[config.mk]
export PLATFORM = sky130hd
export DESIGN_NAME = mold_feed_arb
export DESIGN_NICKNAME = d
export VERILOG_FILES = /design/src/rtl/mold_feed_arb.sv
export SDC_FILE = /design/constraint.sdc
export NUM_CORES = 1
export LEC_CHECK = 0
export CORE_ASPECT_RATIO = 1.2
export CORE_MARGIN = 3
export CORE_UTILIZATION = 31
export DETAILED_ROUTE_END_ITERATION = 8
export PLACE_DENSITY = 0.79
export SLEW_MARGIN = 20
export SYNTH_ARGS = -nofsm -noshare
export SYNTH_HDL_FRONTEND = slang
export SYNTH_SLANG_ARGS = --single-unit
[constraint.sdc]
create_clock -name clk -period 2 [get_ports clk]
set_input_delay 0.5 -clock clk [delete_from_list [all_inputs] [get_ports clk]]
set_output_delay 0.5 -clock clk [all_outputs]
set_load 0.02 [all_outputs]
[src/rtl/mold_feed_arb.sv]
// mold_feed_arb: packet-level round-robin arbiter sharing one MoldUDP64
// parser between redundant UDP feeds A and B, with debug counters.
//
// Ports:
//   clk, nreset                    clock, async active-low reset
//   a_axis_* / b_axis_*            feed A / feed B AXI-stream inputs (+tready out)
//   upd_axis_*                     muxed AXI-stream to the parser (+tready in)
//   grant_o                        one-hot grant: [0]=A, [1]=B, 00=idle
//   pkt_a_cnt_o, pkt_b_cnt_o       packets completed per feed (wrapping)
//   err_cnt_o                      packets completed with tuser on any beat
module mold_feed_arb #(
    parameter int AXI_DATA_W = 64,
    parameter int AXI_KEEP_W = AXI_DATA_W / 8,
    parameter int CNT_W      = 16
) (
    input  logic                  clk,
    input  logic                  nreset,
    input  logic                  a_axis_tvalid_i,
    input  logic [AXI_KEEP_W-1:0] a_axis_tkeep_i,
    input  logic [AXI_DATA_W-1:0] a_axis_tdata_i,
    input  logic                  a_axis_tlast_i,
    input  logic                  a_axis_tuser_i,
    output logic                  a_axis_tready_o,
    input  logic                  b_axis_tvalid_i,
    input  logic [AXI_KEEP_W-1:0] b_axis_tkeep_i,
    input  logic [AXI_DATA_W-1:0] b_axis_tdata_i,
    input  logic                  b_axis_tlast_i,
    input  logic                  b_axis_tuser_i,
    output logic                  b_axis_tready_o,
    output logic                  upd_axis_tvalid_o,
    output logic [AXI_KEEP_W-1:0] upd_axis_tkeep_o,
    output logic [AXI_DATA_W-1:0] upd_axis_tdata_o,
    output logic                  upd_axis_tlast_o,
    output logic                  upd_axis_tuser_o,
    input  logic                  upd_axis_tready_i,
    output logic [1:0]            grant_o,
    output logic [CNT_W-1:0]      pkt_a_cnt_o,
    output logic [CNT_W-1:0]      pkt_b_cnt_o,
    output logic [CNT_W-1:0]      err_cnt_o
);

    typedef enum logic [1:0] {
        IDLE  = 2'd0,
        GNT_A = 2'd1,
        GNT_B = 2'd2
    } state_t;

    state_t           state_q, state_d;
    logic             prio_q, prio_d;
    logic             err_seen_q, err_seen_d;
    logic [CNT_W-1:0] pkt_a_q, pkt_a_d;
    logic [CNT_W-1:0] pkt_b_q, pkt_b_d;
    logic [CNT_W-1:0] err_q, err_d;
    logic             xfer;

    always_ff @(posedge clk or negedge nreset) begin
        if (!nreset) begin
            state_q    <= IDLE;
            prio_q     <= 1'b0;
            err_seen_q <= 1'b0;
            pkt_a_q    <= '0;
            pkt_b_q    <= '0;
            err_q      <= '0;
        end else begin
            state_q    <= state_d;
            prio_q     <= prio_d;
            err_seen_q <= err_seen_d;
            pkt_a_q    <= pkt_a_d;
            pkt_b_q    <= pkt_b_d;
            err_q      <= err_d;
        end
    end

    always_comb begin
        state_d           = state_q;
        prio_d            = prio_q;
        err_seen_d        = err_seen_q;
        pkt_a_d           = pkt_a_q;
        pkt_b_d           = pkt_b_q;
        err_d             = err_q;
        a_axis_tready_o   = 1'b0;
        b_axis_tready_o   = 1'b0;
        upd_axis_tvalid_o = 1'b0;
        upd_axis_tkeep_o  = '0;
        upd_axis_tdata_o  = '0;
        upd_axis_tlast_o  = 1'b0;
        upd_axis_tuser_o  = 1'b0;
        xfer              = 1'b0;

        unique case (state_q)
            IDLE: begin
                // prio only matters when both feeds contend
                if (a_axis_tvalid_i && (!b_axis_tvalid_i || !prio_q))
                    state_d = GNT_A;
                else if (b_axis_tvalid_i)
                    state_d = GNT_B;
            end
            GNT_A: begin
                upd_axis_tvalid_o = a_axis_tvalid_i;
                upd_axis_tkeep_o  = a_axis_tkeep_i;
                upd_axis_tdata_o  = a_axis_tdata_i;
                upd_axis_tlast_o  = a_axis_tlast_i;
                upd_axis_tuser_o  = a_axis_tuser_i;
                a_axis_tready_o   = upd_axis_tready_i;
            end
            GNT_B: begin
                upd_axis_tvalid_o = b_axis_tvalid_i;
                upd_axis_tkeep_o  = b_axis_tkeep_i;
                upd_axis_tdata_o  = b_axis_tdata_i;
                upd_axis_tlast_o  = b_axis_tlast_i;
                upd_axis_tuser_o  = b_axis_tuser_i;
                b_axis_tready_o   = upd_axis_tready_i;
            end
            default: state_d = IDLE;
        endcase

        xfer = upd_axis_tvalid_o && upd_axis_tready_i;

        if (xfer) begin
            if (upd_axis_tlast_o) begin
                // packet end: release grant, hand priority to the other feed
                state_d    = IDLE;
                err_seen_d = 1'b0;
                prio_d     = (state_q == GNT_A);
                if (err_seen_q || upd_axis_tuser_o)
                    err_d = err_q + CNT_W'(1);
                if (state_q == GNT_A)
                    pkt_a_d = pkt_a_q + CNT_W'(1);
                else
                    pkt_b_d = pkt_b_q + CNT_W'(1);
            end else begin
                err_seen_d = err_seen_q || upd_axis_tuser_o;
            end
        end
    end

    assign grant_o     = {state_q == GNT_B, state_q == GNT_A};
    assign pkt_a_cnt_o = pkt_a_q;
    assign pkt_b_cnt_o = pkt_b_q;
    assign err_cnt_o   = err_q;

endmodule

==> Yosys cells after proc, flatten, opt, wreduce, memory -nomap -nowiden <==
Cells that the tools add are included.
{ "totals": {"elab_cells": 37, "out_inout_bits": 127, "inputBits": 153, "regBits": 52} }
{ "classes": {"mux": 13, "add_sub_neg": 3, "eq_ne": 2, "n_reduce_logical": 12, "bitwise_logic": 1} }
{ "ops": {"columns": ["operator", "count"], "rows": [
  ["$pmux 64 s2", 1],
  ["$add 16x1->16 const B", 3],
  ["$pmux 8 s2", 1],
  ["$reduce_and 3->1", 3],
  ["$mux 2", 4],
  ["$pmux 1 s2", 3],
  ["$pmux 2 s2", 1],
  ["$mux 1", 3],
  ["$eq 2x1->1 const B", 1],
  ["$eq 2x2->1 const B", 1],
  ["$logic_and 1x1->1", 2],
  ["$logic_not 1->1", 2],
  ["$logic_not 2->1", 1],
  ["$logic_or 1x1->1", 2],
  ["$reduce_and 2->1", 1],
  ["$reduce_or 2->1", 1],
  ["$not 1->1", 1]
]} }

==> Longest topological paths before layout <==
Gate-level depths: netlist (run 1).
{ "depth": {"word_depth": 7, "mapped_depth": 9, "mapped_depth_nobuf": 6} }

==> Worst setup path before layout (run 1) <==
OpenSTA, ideal clock, no wires.
{ "synth_timing": {"path_type": "register to output", "startpoint": "reg state_q[1]", "endpoint": "out upd_axis_tdata_o[11]", "arrival_ns": 1.930, "setup_slack_ns": -0.430, "stages_incl_launch_ff": 8, "required_ns": 1.500, "path_buffers": 3, "path_cell_list": "dfrtp_1 > inv_1 > ha_1 > buf_4 > clkbuf_1 > buf_1 > a22oi_1 > nor2b_1"} }
{ "synth_via": {"elab_chain_len": 2, "elab_cells_between_ends": 3, "classes_between": "2 x eq/ne; 1 x mux"} }
{ "synth_lines": {"columns": ["item", "line_no", "source"], "rows": [
  ["start: declaration", "48", "state_t state_q, state_d;"],
  ["start signal: assignment", "65", "state_q <= state_d;"],
  ["$eq 2x1->1", null, null],
  ["via grant_o[0]", "36", "output logic [1:0] grant_o,"],
  ["$pmux 64 s2", "90", "unique case (state_q)"],
  ["end: declaration", "32", "output logic [AXI_DATA_W-1:0] upd_axis_tdata_o,"]
]} }
The timed path passes the listed nets, and every way through them passes these cells.

==> Worst setup path after layout (run 1) <==
{ "layout_timing": {"startpoint": "reg state_q[0]", "endpoint": "out upd_axis_tdata_o[26]"} }
{ "layout_via": {"elab_chain_len": 2, "elab_cells_between_ends": 3, "classes_between": "2 x eq/ne; 1 x mux"} }
{ "layout_lines": {"columns": ["item", "line_no"], "rows": [
  ["$eq 2x2->1 or $eq 2x1->1 (tied branches)", "90"],
  ["$pmux 64 s2 *", "90"]
]} }
Mark *: on every way between the ends. The rest lies on a longest branch, timed or not.

==> impl_metrics.json, run 1 <==
{
  "synthesis.nets": 555,
  "hpwl_microns": 13400,
  "insertedDiodeCount": 0,
  "drtAntennaViolNets": 0,
  "layout.nets": 887,
  "worstMarginPinSlew_ns": 0.785,
  "initial_core_util_pct": 32.2,
  "postSynthCellCount": 396,
  "routed_wl_microns": 21000,
  "async_flop_share_pct": 100,
  "row_count": 42,
  "grt_max_degree": 36,
  "crit_fanout": 6,
  "vias": 4710,
  "dr.pass1.iters": 4,
  "final_common_cell": "clkdlybuf4s50_1",
  "power.switching_mw": 4.37,
  "drive_gt1_share_pct": 47.7,
  "synth_flop_cell": "dfrtp_1",
  "fin_worst_skew_ns": 0.00806,
  "globalplace.congestion": 0.858,
  "cp.arrival_ns": 1.79,
  "die_height_microns": 124,
  "power.leakage_nw": 3.69,
  "die_x_microns": 104,
  "rr_worst_depth": 9,
  "min_path_type": "in2async",
  "p_comb_share_pct": 79.4,
  "yosysWarnings": 0,
  "cap_violations": 0,
  "period_minus_slack_ns": 2.29,
  "required_ns": 1.50,
  "setup.worst_path.class": "reg2out",
  "grt_pass1_vias": 4638,
  "placed_cells": 835,
  "synth_simple_gate_area_share_pct": 28.8,
  "synth_area_leader_cell": "dfrtp_1",
  "root_buffer": "clkbuf_16",
  "portBuffers": 279,
  "slew_violations": 0,
  "gr-total-overflow": 0,
  "switching_share_pct": 40.8,
  "synth_area_sq_mm": 0.00358,
  "coreArea_sq_mm": 0.0111,
  "run_status": "finished, violations left",
  "dr.first_iter.drc_count": 243,
  "ios": 280,
  "synth_top_family_by_area": "simple AND/OR/NAND/NOR gates",
  "final_cell_mix": "198 x clkdlybuf4s50_1, 84 x buf_6, 64 x a22oi_2, 52 x dfrtp_1",
  "synthTopCellsByArea": "dfrtp_1 36%, a22oi_1 15%, nor2b_1 13%, xnor2_1 6.8%, xor2_1 4.2%",
  "synth_edf_count": 0,
  "viasPerCell": 5.33,
  "hold_viol_final": 0,
  "p_int_mw": 6.34,
  "synth_mux_area_share_pct": 0.942,
  "seq_area_frac_synth_pct": 36.3,
  "violations": "negative setup slack",
  "ys_ff_latch": 52,
  "synth_cell_type_count": 33,
  "drc": 0,
  "path_depth": 7,
  "start_kind": "flip-flop",
  "clk_latency_ns": 0.30,
  "slew_headroom_pct": 47.3,
  "grt_pass1_wl_microns": 26900,
  "path_buf_inv": 4,
  "pwr_density_cell_mw_per_mm2": 1220,
  "timing.final.ws_setup_ns": -0.287,
  "cts_tree": "done",
  "cp_slowest_stage_delay_ns": 0.42,
  "fin_crit_sh_pct": 114,
  "clk_pin_slew_ns": 0.07,
  "crit_path_end_kind": "output pin",
  "track_usage_pct": 26.8,
  "vdd_ir_drop_max_mv": 0.757,
  "syn2layout_area_growth_pct": 146,
  "crit_family": "buffers and inverters",
  "rsz0062_at_grt": "true",
  "wl_per_cell_microns": 23.8,
  "yosys.area.top_type_share_pct": 36.3,
  "final_core_util_pct": 79.0,
  "syn_avg_cell_area_sq_um": 9.05,
  "cts_inserted_buffers": 5,
  "cts_max_level": 2,
  "cp_slowest_cell": "dfrtp_1",
  "synth-compound-area-share_pct": 16.9,
  "numClockSinks": 52,
  "clk_path_buf_depth": 2,
  "power_frac_clock_pct": 9.2,
  "synthAdderAreaFrac_pct": 2.09,
  "seq_power_share_pct": 11.4,
  "setup-violations-final": 125,
  "finalNonFillerCells": 883,
  "synth-xor-area-share_pct": 11.0,
  "fmax_mhz": 437,
  "antenna_found_initial": 2,
  "worstPathCellList": "inv_2 -> ha_4 -> buf_6 -> buf_8 -> a22oi_1 -> nor2b_2 -> buf_4",
  "dieArea_sq_mm": 0.0129
}
==> cells in the mapped netlist, types with 2 or more instances <==
cell,count
or4_1,2
nand3_1,25
buf_2,2
ha_1,6
nor2_1,9
and2_1,4
dfrtp_1,52
mux2_2,3
nor2b_1,75
inv_1,5
xor2_1,17
nand4_1,12
a22oi_2,2
a21oi_1,2
a31oi_1,2
nor4_1,9
or3_1,2
nor3_1,7
nor4_2,4
xnor2_1,28
and3_1,7
nand2_1,15
clkbuf_1,25
a22oi_1,72
==> per-layer routing <==
layer	share of wire [%]	global-route usage, %	up-vias
met4	2.9	7.73	4
met5	0.13	0	-
met2	51	46.1	236
li1	-	-	2101
met1	37	31.9	2329
met3	8.8	9.43	40
==> power groups by stage <==
stage / Sequential [mW] / Combinational [mW] / Clock, mW
floorplan: 1.26 / 3.04 / 0
global placement: 1.22 / 5.48 / 0
detailed placement: 1.23 / 5.57 / 0
CTS: 1.21 / 6.57 / 0.995
global route: 1.22 / 8.81 / 1.04
finish: 1.22 / 8.50 / 0.984
==> worst register-to-register path, delay by kind of cell, from the launching register on <==
kind                     cells  cell delay, ns
buffers and inverters        4            0.60
AND/OR/NAND/NOR              2            0.59
adder cells (fa/ha/maj)      1            0.24
flip-flops                   1            0.43
XOR/XNOR                     1            0.18
AO/OA/AOI/OAI                1            0.10
==> cell families (layout without fill, tap and decap cells) <==
| group | after synthesis | after routing |
|---|---|---|
| xor+xnor | 45 | 45 |
| buf+inv | 35 | 368 |
| compound gates | 80 | 80 |
| flops | 52 | 52 |
| mux | 3 | 3 |
| fa+ha+maj | 6 | 6 |
| simple gates | 175 | 175 |
==> path summary, 6_finish.rpt <==
kind,startpoint,end,slack (ns)
worst max register to register,state_q[0],err_cnt_o[8],-0.22
max in group asynchronous,nreset,err_cnt_o[3],1.29
worst min register to register,pkt_b_cnt_o[15],pkt_b_cnt_o[15],0.47
worst min-delay path,nreset,pkt_a_cnt_o[11],0.15
worst max-delay path,state_q[0],upd_axis_tdata_o[26],-0.29
min in group clk,pkt_b_cnt_o[15],pkt_b_cnt_o[15],0.47
==> through the flow <==
stage / worst slack (ns) / setup TNS [ns] / power (mW) / hold slack [ns] / area, sq um
2_1_floorplan: -0.0457 / -0.313 / 4.30 / 0.204 / 3870
3_3_place_gp: -0.528 / -35.35 / 6.70 / 0.452 / 7050
3_5_place_dp: -0.510 / -39.29 / 6.80 / 0.462 / 7050
4_1_cts: -0.295 / -22.42 / 8.77 / 0.152 / 7650
5_1_grt: -0.344 / -27.63 / 11.1 / 0.163 / 8800
6_report: -0.287 / -19.15 / 10.7 / 0.147 / 8800
==> flip-flops by register name, indices dropped and copies added, names as in the netlist <==
name	count
err_cnt_o	16
pkt_b_cnt_o	16
prio_q	1
err_seen_q	1
state_q	2
pkt_a_cnt_o	16
==> area by class of cell <==
class | count | area [sq um]
clock buffer | 6 | 129
timing repair buffer | 355 | 3880
clock inverter | 2 | 35.0
fill | 654 | 2340
inverter | 5 | 18.8
sequential | 52 | 1300
tap | 154 | 193
multi-input combinational | 309 | 3250
==> what timing repair did <==
item                                    in CTS  in global routing
gates resized for setup                    414                220
hold buffers                                 0                  0
pin swaps                                    3                 43
gates cloned                                 4                  9
buffers inserted                            10                 22
endpoints found under the setup margin     125                128
Power figures use the tool's default switching activity.
==> run 2, diff against run 1 <==
--- a/config.mk
+++ b/config.mk
@@ -5,6 +5,7 @@
 export SDC_FILE = /design/constraint.sdc
 export NUM_CORES = 1
 export LEC_CHECK = 0
+export CAP_MARGIN = 25
 export CORE_ASPECT_RATIO = 1.2
 export CORE_MARGIN = 3
 export CORE_UTILIZATION = 31
==> results of run 2 <==
Same layout as run 1: the final DEF is identical, and so are final timing and power.
